[src/rtl/ro_puf_controller_pkg.sv]
// Shared package for the ring-oscillator PUF controller: the FSM state type,
// default parameter values and the two-hot enable helper.
package puf_pkg;

  // Default build parameters for the controller.
  localparam int PUF_N_RO   = 16;
  localparam int PUF_CNT_W  = 16;
  localparam int PUF_SETTLE = 8;
  localparam int PUF_WINDOW = 1024;

  // The enable helper works on a fixed-size vector. Arrays of up to 256 rings are supported.
  localparam int PUF_IDX_W  = 8;
  localparam int PUF_MAX_RO = 1 << PUF_IDX_W;

  // Sequencer states. The ST_ prefix keeps these names apart from the SETTLE/WINDOW parameters.
  typedef enum logic [2:0] {
    ST_IDLE    = 3'd0,
    ST_SETTLE  = 3'd1,
    ST_MEASURE = 3'd2,
    ST_COMPARE = 3'd3,
    ST_DONE    = 3'd4
  } puf_state_e;

  // Build the enable vector with exactly the two selected rings switched on.
  function automatic logic [PUF_MAX_RO-1:0] two_hot(input logic [PUF_IDX_W-1:0] idx_a,
                                                    input logic [PUF_IDX_W-1:0] idx_b);
    logic [PUF_MAX_RO-1:0] vec;
    vec        = '0;
    vec[idx_a] = 1'b1;
    vec[idx_b] = 1'b1;
    return vec;
  endfunction

endpackage

[src/rtl/ro_puf_controller_edge_counter.sv]
// One measurement channel: a two-flop synchronizer on the selected ring output,
// a rising-edge detector and a saturating edge counter with clear and enable.
module ro_edge_counter
  import puf_pkg::*;
#(
  parameter int CNT_W = PUF_CNT_W
) (
  input  logic             clk,
  input  logic             reset,
  input  logic             ro_sample,
  input  logic             clear,
  input  logic             enable,
  output logic [CNT_W-1:0] count
);

  localparam logic [CNT_W-1:0] CNT_MAX = '1;

  logic             sync1_q, sync1_d;
  logic             sync2_q, sync2_d;
  logic             prev_q, prev_d;
  logic [CNT_W-1:0] count_q, count_d;
  logic             rise;

  // Synchronizer and edge detector run all the time. The counter moves only while enabled and stops at full scale.
  always_comb begin
    sync1_d = ro_sample;
    sync2_d = sync1_q;
    prev_d  = sync2_q;
    rise    = sync2_q & ~prev_q;
    count_d = count_q;
    if (clear) begin
      count_d = '0;
    end else if (enable && rise && (count_q != CNT_MAX)) begin
      count_d = count_q + 1'b1;
    end
  end

  // Channel state registers with synchronous reset.
  always_ff @(posedge clk) begin
    if (reset) begin
      sync1_q <= 1'b0;
      sync2_q <= 1'b0;
      prev_q  <= 1'b0;
      count_q <= '0;
    end else begin
      sync1_q <= sync1_d;
      sync2_q <= sync2_d;
      prev_q  <= prev_d;
      count_q <= count_d;
    end
  end

  assign count = count_q;

endmodule

[src/rtl/ro_puf_controller.sv]
// Ring-oscillator PUF sequencer. For each request it decodes a challenge into two ring indices.
// It enables those two rings, lets them settle, counts their edges over a fixed window,
// and reports which ring was faster as a single response bit.
module ro_puf_controller
  import puf_pkg::*;
#(
  parameter int N_RO   = PUF_N_RO,
  parameter int SEL_W  = $clog2(N_RO),
  parameter int CNT_W  = PUF_CNT_W,
  parameter int SETTLE = PUF_SETTLE,
  parameter int WINDOW = PUF_WINDOW
) (
  input  logic               clk,
  input  logic               reset,
  input  logic               start,
  input  logic [2*SEL_W-1:0] challenge,
  input  logic [N_RO-1:0]    ro_in,
  output logic [N_RO-1:0]    ro_en,
  output logic               busy,
  output logic               done,
  output logic               response,
  output logic               tie,
  output logic               err,
  output logic [CNT_W-1:0]   count_a,
  output logic [CNT_W-1:0]   count_b
);

  // A single timer covers both the settle phase and the counting window.
  localparam int TMR_MAX = (WINDOW > SETTLE) ? WINDOW : SETTLE;
  localparam int TMR_W   = $clog2(TMR_MAX + 1);
  localparam logic [TMR_W-1:0] SETTLE_LAST = TMR_W'(SETTLE - 1);
  localparam logic [TMR_W-1:0] WINDOW_LAST = TMR_W'(WINDOW - 1);

  puf_state_e       state_q, state_d;
  logic [TMR_W-1:0] timer_q, timer_d;
  logic [SEL_W-1:0] idx_a_q, idx_a_d;
  logic [SEL_W-1:0] idx_b_q, idx_b_d;
  logic             mux_a_q, mux_a_d;
  logic             mux_b_q, mux_b_d;
  logic [N_RO-1:0]  ro_en_q, ro_en_d;
  logic             busy_q, busy_d;
  logic             done_q, done_d;
  logic             response_q, response_d;
  logic             tie_q, tie_d;
  logic             err_q, err_d;
  logic [CNT_W-1:0] count_a_q, count_a_d;
  logic [CNT_W-1:0] count_b_q, count_b_d;

  logic [SEL_W-1:0] ch_a;
  logic [SEL_W-1:0] ch_b;
  logic             meas_clear;
  logic             meas_en;
  logic [CNT_W-1:0] live_a;
  logic [CNT_W-1:0] live_b;

  assign ch_a = challenge[2*SEL_W-1:SEL_W];
  assign ch_b = challenge[SEL_W-1:0];

  // Next-state logic for the sequencer, the phase timer and the challenge register.
  // Counters are cleared on the last settle cycle so they start at zero on the first counting cycle.
  always_comb begin
    state_d    = state_q;
    timer_d    = timer_q;
    idx_a_d    = idx_a_q;
    idx_b_d    = idx_b_q;
    meas_clear = 1'b0;
    meas_en    = 1'b0;
    case (state_q)
      ST_IDLE: begin
        if (start) begin
          idx_a_d = ch_a;
          idx_b_d = ch_b;
          timer_d = '0;
          state_d = (ch_a == ch_b) ? ST_DONE : ST_SETTLE;
        end
      end
      ST_SETTLE: begin
        if (timer_q == SETTLE_LAST) begin
          timer_d    = '0;
          meas_clear = 1'b1;
          state_d    = ST_MEASURE;
        end else begin
          timer_d = timer_q + 1'b1;
        end
      end
      ST_MEASURE: begin
        meas_en = 1'b1;
        if (timer_q == WINDOW_LAST) begin
          timer_d = '0;
          state_d = ST_COMPARE;
        end else begin
          timer_d = timer_q + 1'b1;
        end
      end
      ST_COMPARE: begin
        state_d = ST_DONE;
      end
      ST_DONE: begin
        state_d = ST_IDLE;
      end
      default: begin
        state_d = ST_IDLE;
      end
    endcase
  end

  // The enable, busy and done outputs are decoded from the next state and then registered.
  // This keeps them glitch-free toward the oscillator array and still meets the cycle timing.
  always_comb begin
    ro_en_d = '0;
    if ((state_d == ST_SETTLE) || (state_d == ST_MEASURE)) begin
      ro_en_d = N_RO'(two_hot(PUF_IDX_W'(idx_a_d), PUF_IDX_W'(idx_b_d)));
    end
    busy_d = (state_d == ST_SETTLE) || (state_d == ST_MEASURE) || (state_d == ST_COMPARE);
    done_d = (state_d == ST_DONE);
  end

  // Registered muxes pick the two selected ring outputs ahead of the channel synchronizers.
  always_comb begin
    mux_a_d = ro_in[idx_a_q];
    mux_b_d = ro_in[idx_b_q];
  end

  // Result fields are held between requests. They change when a comparison finishes or when an equal-index request is rejected.
  always_comb begin
    response_d = response_q;
    tie_d      = tie_q;
    err_d      = err_q;
    count_a_d  = count_a_q;
    count_b_d  = count_b_q;
    if (state_q == ST_COMPARE) begin
      response_d = (live_a > live_b);
      tie_d      = (live_a == live_b);
      err_d      = 1'b0;
      count_a_d  = live_a;
      count_b_d  = live_b;
    end else if ((state_q == ST_IDLE) && start && (ch_a == ch_b)) begin
      response_d = 1'b0;
      tie_d      = 1'b0;
      err_d      = 1'b1;
      count_a_d  = '0;
      count_b_d  = '0;
    end
  end

  // Controller registers with synchronous reset back to an idle, fully cleared state.
  always_ff @(posedge clk) begin
    if (reset) begin
      state_q    <= ST_IDLE;
      timer_q    <= '0;
      idx_a_q    <= '0;
      idx_b_q    <= '0;
      mux_a_q    <= 1'b0;
      mux_b_q    <= 1'b0;
      ro_en_q    <= '0;
      busy_q     <= 1'b0;
      done_q     <= 1'b0;
      response_q <= 1'b0;
      tie_q      <= 1'b0;
      err_q      <= 1'b0;
      count_a_q  <= '0;
      count_b_q  <= '0;
    end else begin
      state_q    <= state_d;
      timer_q    <= timer_d;
      idx_a_q    <= idx_a_d;
      idx_b_q    <= idx_b_d;
      mux_a_q    <= mux_a_d;
      mux_b_q    <= mux_b_d;
      ro_en_q    <= ro_en_d;
      busy_q     <= busy_d;
      done_q     <= done_d;
      response_q <= response_d;
      tie_q      <= tie_d;
      err_q      <= err_d;
      count_a_q  <= count_a_d;
      count_b_q  <= count_b_d;
    end
  end

  ro_edge_counter #(
    .CNT_W (CNT_W)
  ) u_chan_a (
    .clk       (clk),
    .reset     (reset),
    .ro_sample (mux_a_q),
    .clear     (meas_clear),
    .enable    (meas_en),
    .count     (live_a)
  );

  ro_edge_counter #(
    .CNT_W (CNT_W)
  ) u_chan_b (
    .clk       (clk),
    .reset     (reset),
    .ro_sample (mux_b_q),
    .clear     (meas_clear),
    .enable    (meas_en),
    .count     (live_b)
  );

  assign ro_en    = ro_en_q;
  assign busy     = busy_q;
  assign done     = done_q;
  assign response = response_q;
  assign tie      = tie_q;
  assign err      = err_q;
  assign count_a  = count_a_q;
  assign count_b  = count_b_q;

endmodule

[config.mk]
export PLATFORM = sky130hd
export DESIGN_NAME = ro_puf_controller
export DESIGN_NICKNAME = d
export VERILOG_FILES = /design/src/rtl/ro_puf_controller_pkg.sv /design/src/rtl/ro_puf_controller_edge_counter.sv /design/src/rtl/ro_puf_controller.sv
export SDC_FILE = /design/constraint.sdc
export NUM_CORES = 1
export LEC_CHECK = 0
export CAP_MARGIN = 30
export CORE_MARGIN = 5
export CORE_UTILIZATION = 28
export DETAILED_ROUTE_END_ITERATION = 10
export PLACE_DENSITY = 0.53
export SYNTH_ARGS = -nofsm -noshare
export SYNTH_HDL_FRONTEND = slang
export SYNTH_SLANG_ARGS = --single-unit
[constraint.sdc]
create_clock -name clk -period 2.28 [get_ports clk]
set_input_delay 0.456 -clock clk [delete_from_list [all_inputs] [get_ports clk]]
set_output_delay 0.456 -clock clk [all_outputs]
set_load 0.02 [all_outputs]
==> impl_metrics.csv <==
group,metric,value,unit
logic_synthesis,yosys_register_bits,115,
finish,fin_cells,971,
power_and_ir_drop,total_leakage_power,0.00262,uW
die,core-area,0.0193,mm^2
place,routabilityCongestion,0.853,
clocking,hold_buffers,0,
die,ios,80,
setup_path,cpMaxStageDelayCell,"nor4_1",
clocking,clkLatencyLatePin,0.41,ns
routing,drt_pre_antenna_iters,5,
min_path,worst_hold_path_type,"flop to flop",
setup_path,crit_type,"flop to flop",
setup_path,end_kind,"flop",
setup_path,path_cells,"inv_1, ha_1, nand4_1, nor4_1, a21boi_0, or3b_2, a32o_1",
routing,via_per_inst,4.79,
power_and_ir_drop,power_density,672,mW/mm^2
sta,slew_headroom,58.6,%
clocking,cts-root-buf,"clkbuf_16",
sta,tightest_slew,0.616,ns
job,maxCapViolCount,0,
sta,timing.fmax,495,MHz
clocking,cts_tree,"yes",
logic_synthesis,synth_nets,628,
die,die_w,149,um
logic_synthesis,synth_edf_count,0,
logic_synthesis,synth-main-ff-cell,"dfxtp_1",
sta,setup_ws,0.258,ns
place,port_buffers,79,
routing,drt_iter0_markers,284,
setup_path,path_buf_inv,1,
die,fp.dieH,149,um
finish,final_cell_mix,"dfxtp_1, clkdlybuf4s50_1, nor2_1",
global_routing,grt_max_degree,35,
clocking,cts_buffers,17,
die,num_rows,51,
die,dieArea,0.0223,mm^2
finish,diodes,0,
setup_path,path_max_fanout,6,
finish,regArea,0.00230,mm^2
routing,ant_nets,0,
finish,n_fill_cell,1923,
setup_path,cpLargestDelayFamily,"simple AND/OR/NAND/NOR gates",
routing,drc_errors,0,
logic_synthesis,netlist_instances,582,
finish,fin_util,38.1,%
finish,post_route_cells_drive_above_1_share,13.6,%
sta,finalMaxSlewViolations,0,
logic_synthesis,ys_seq_area_share,42.3,%
place,post-dp-hpwl,10.2,mm
logic_synthesis,ys_async_sr_fraction,0,%
global_routing,grt_use_total,12.7,%
setup_path,cp-start-kind,"flop",
logic_synthesis,syn_avg_cell_area,9.35,um^2
global_routing,grt_pass1_vias,4614,
logic_synthesis,synth_area,0.00544,mm^2
power_and_ir_drop,peakVddDrop,502,uV
global_routing,grt_first_pass_wirelength,22.7,mm
die,start_util,28.2,%
logic_synthesis,synth.distinct_cells,53,
setup_path,cp.required,2.63,ns
logic_synthesis,yosysWarnings,0,
sta,worst_hold_slack,0.438,ns
setup_path,arrival,2.37,ns
routing,routedWlPerCell,13.7,um
sta,hold_viol_final,0,
global_routing,grt-ovfl-total,0,
place,dp_slack,-0.153,ns
finish,multi_input_area,0.00295,mm^2
routing,vias,4652,
status,status,"completed",
finish,nNetsFinal,740,
finish,final_common_cell,"dfxtp_1",
sta,setup_violations,0,
clocking,cts_buffer_depth,2,
clocking,cts_setup_buffers,0,
routing,drt_wl_total,13.3,mm
sta,tns,0,ns
sta,min_period_over_period,88.7,%
clocking,cts.sinks,115,
setup_path,cpPeakStageDelay,0.46,ns
place,placed_cells,940,
sta,rsz0062_at_grt,"no",
clocking,h-tree-depth,4,
sta,min_period,2.02,ns
global_routing,antenna_found_initial,0,
clocking,ctsResizeCount,0,
clocking,cts.clk_slew.worst_paths,0.05,ns
sta,finClkSkew,0.00894,ns
finish,area_growth,35.0,%
[state kept, by name, summed over array words and instances (netlist names), 3 cells and up]
register / flops
count_a: 16
count_b: 16
idx_a_q: 4
idx_b_q: 4
ro_en: 16
state_q: 3
timer_q: 11
u_chan_a.count: 16
u_chan_b.count: 16
[kinds of logic (layout without fill, tap and decap cells)]
| kind of cell | Yosys count | in the layout | share of synthesized area (%) |
|---|---|---|---|
| multiplexers | 12 | 12 | 4.51 |
| buffers and inverters | 44 | 168 | 3.50 |
| AO/OA/AOI/OAI | 101 | 101 | 13.6 |
| adder cells (fa/ha/maj) | 19 | 19 | 4.37 |
| flip-flops | 115 | 115 | 42.3 |
| XOR/XNOR | 40 | 40 | 6.44 |
| AND/OR/NAND/NOR | 251 | 251 | 25.3 |
[report_power, final]
| group | internal [uW] | switching [uW] | leakage (uW) | total, uW |
|---|---|---|---|---|
| clock | 1530 | 908 | 0.000261 | 2440 |
| combinational | 210 | 210 | 0.00143 | 420 |
| sequential | 2050 | 30.3 | 0.000930 | 2080 |
| total | 3790 | 1150 | 0.00262 | 4940 |
[cells in the mapped netlist, types with 3 or more instances]
| master | count | area, um^2 |
|---|---|---|
| buf_2 | 11 | 55.1 |
| clkbuf_1 | 12 | 45.0 |
| nand2_1 | 49 | 184 |
| nor2b_1 | 11 | 68.8 |
| or3_1 | 8 | 50.1 |
| nand4_1 | 13 | 81.3 |
| nand3b_1 | 19 | 143 |
| nor2_1 | 66 | 248 |
| and4_1 | 3 | 26.3 |
| mux4_2 | 10 | 225 |
| o21ai_0 | 5 | 25.0 |
| a22o_1 | 32 | 280 |
| nor3b_1 | 4 | 30.0 |
| nor4_1 | 8 | 50.1 |
| nand3_1 | 23 | 115 |
| a22oi_1 | 17 | 128 |
| inv_1 | 17 | 63.8 |
| and3_1 | 5 | 31.3 |
| and2_1 | 3 | 18.8 |
| xnor2_1 | 36 | 315 |
| nor3_1 | 19 | 95.1 |
| ha_1 | 19 | 238 |
| dfxtp_1 | 115 | 2300 |
| a21oi_1 | 24 | 120 |
| nor4b_2 | 5 | 75.1 |
| or2_2 | 3 | 18.8 |
| a211oi_1 | 4 | 30.0 |
| o31ai_1 | 5 | 37.5 |
| xor2_1 | 4 | 35.0 |
| nand2b_1 | 3 | 18.8 |
[per-layer routing]
metal	wire length (um)	global-route usage (%)	part of all wire, %
met1	5940	15.4	45
met2	6460	21.3	49
met3	637	3.28	4.8
met4	251	5.17	1.9
met5	0	0	0
[through the flow]
step                      power [uW]  cell area (um^2)
after detailed placement        2540              6800
after global placement          2530              6800
final                           4940              7350
after CTS                       5000              7350
after floorplan                 2340              5440
after global routing            5130              7350
[path summary, 6_finish.rpt]
path	from	endpoint	slack (ns)	depth (start not counted)
max	u_chan_b.count[12]	response	0.26	7
min	mux_a_q	u_chan_a.sync1_q	0.44	1
max reg2reg	u_chan_b.count[12]	response	0.26	7
min reg2reg	mux_a_q	u_chan_a.sync1_q	0.44	1
[worst reg2reg max path, delay by kind of cell, from the launching register on]
| family | cells | cell delay [ns] |
|---|---|---|
| fa+ha+maj | 1 | 0.28 |
| buf+inv | 1 | 0.10 |
| simple gates | 3 | 0.76 |
| flops | 1 | 0.42 |
| compound gates | 2 | 0.40 |
[cell type report]
cell class	instances	share of cell area, %
Sequential cell	115	31.3
Inverter	17	0.869
Clock buffer	21	6.27
Timing Repair Buffer	120	15.6
Clock inverter	10	1.16
Multi-Input combinational cell	423	40.2
Tap cell	265	4.51
(Power assumes the default switching activity.)
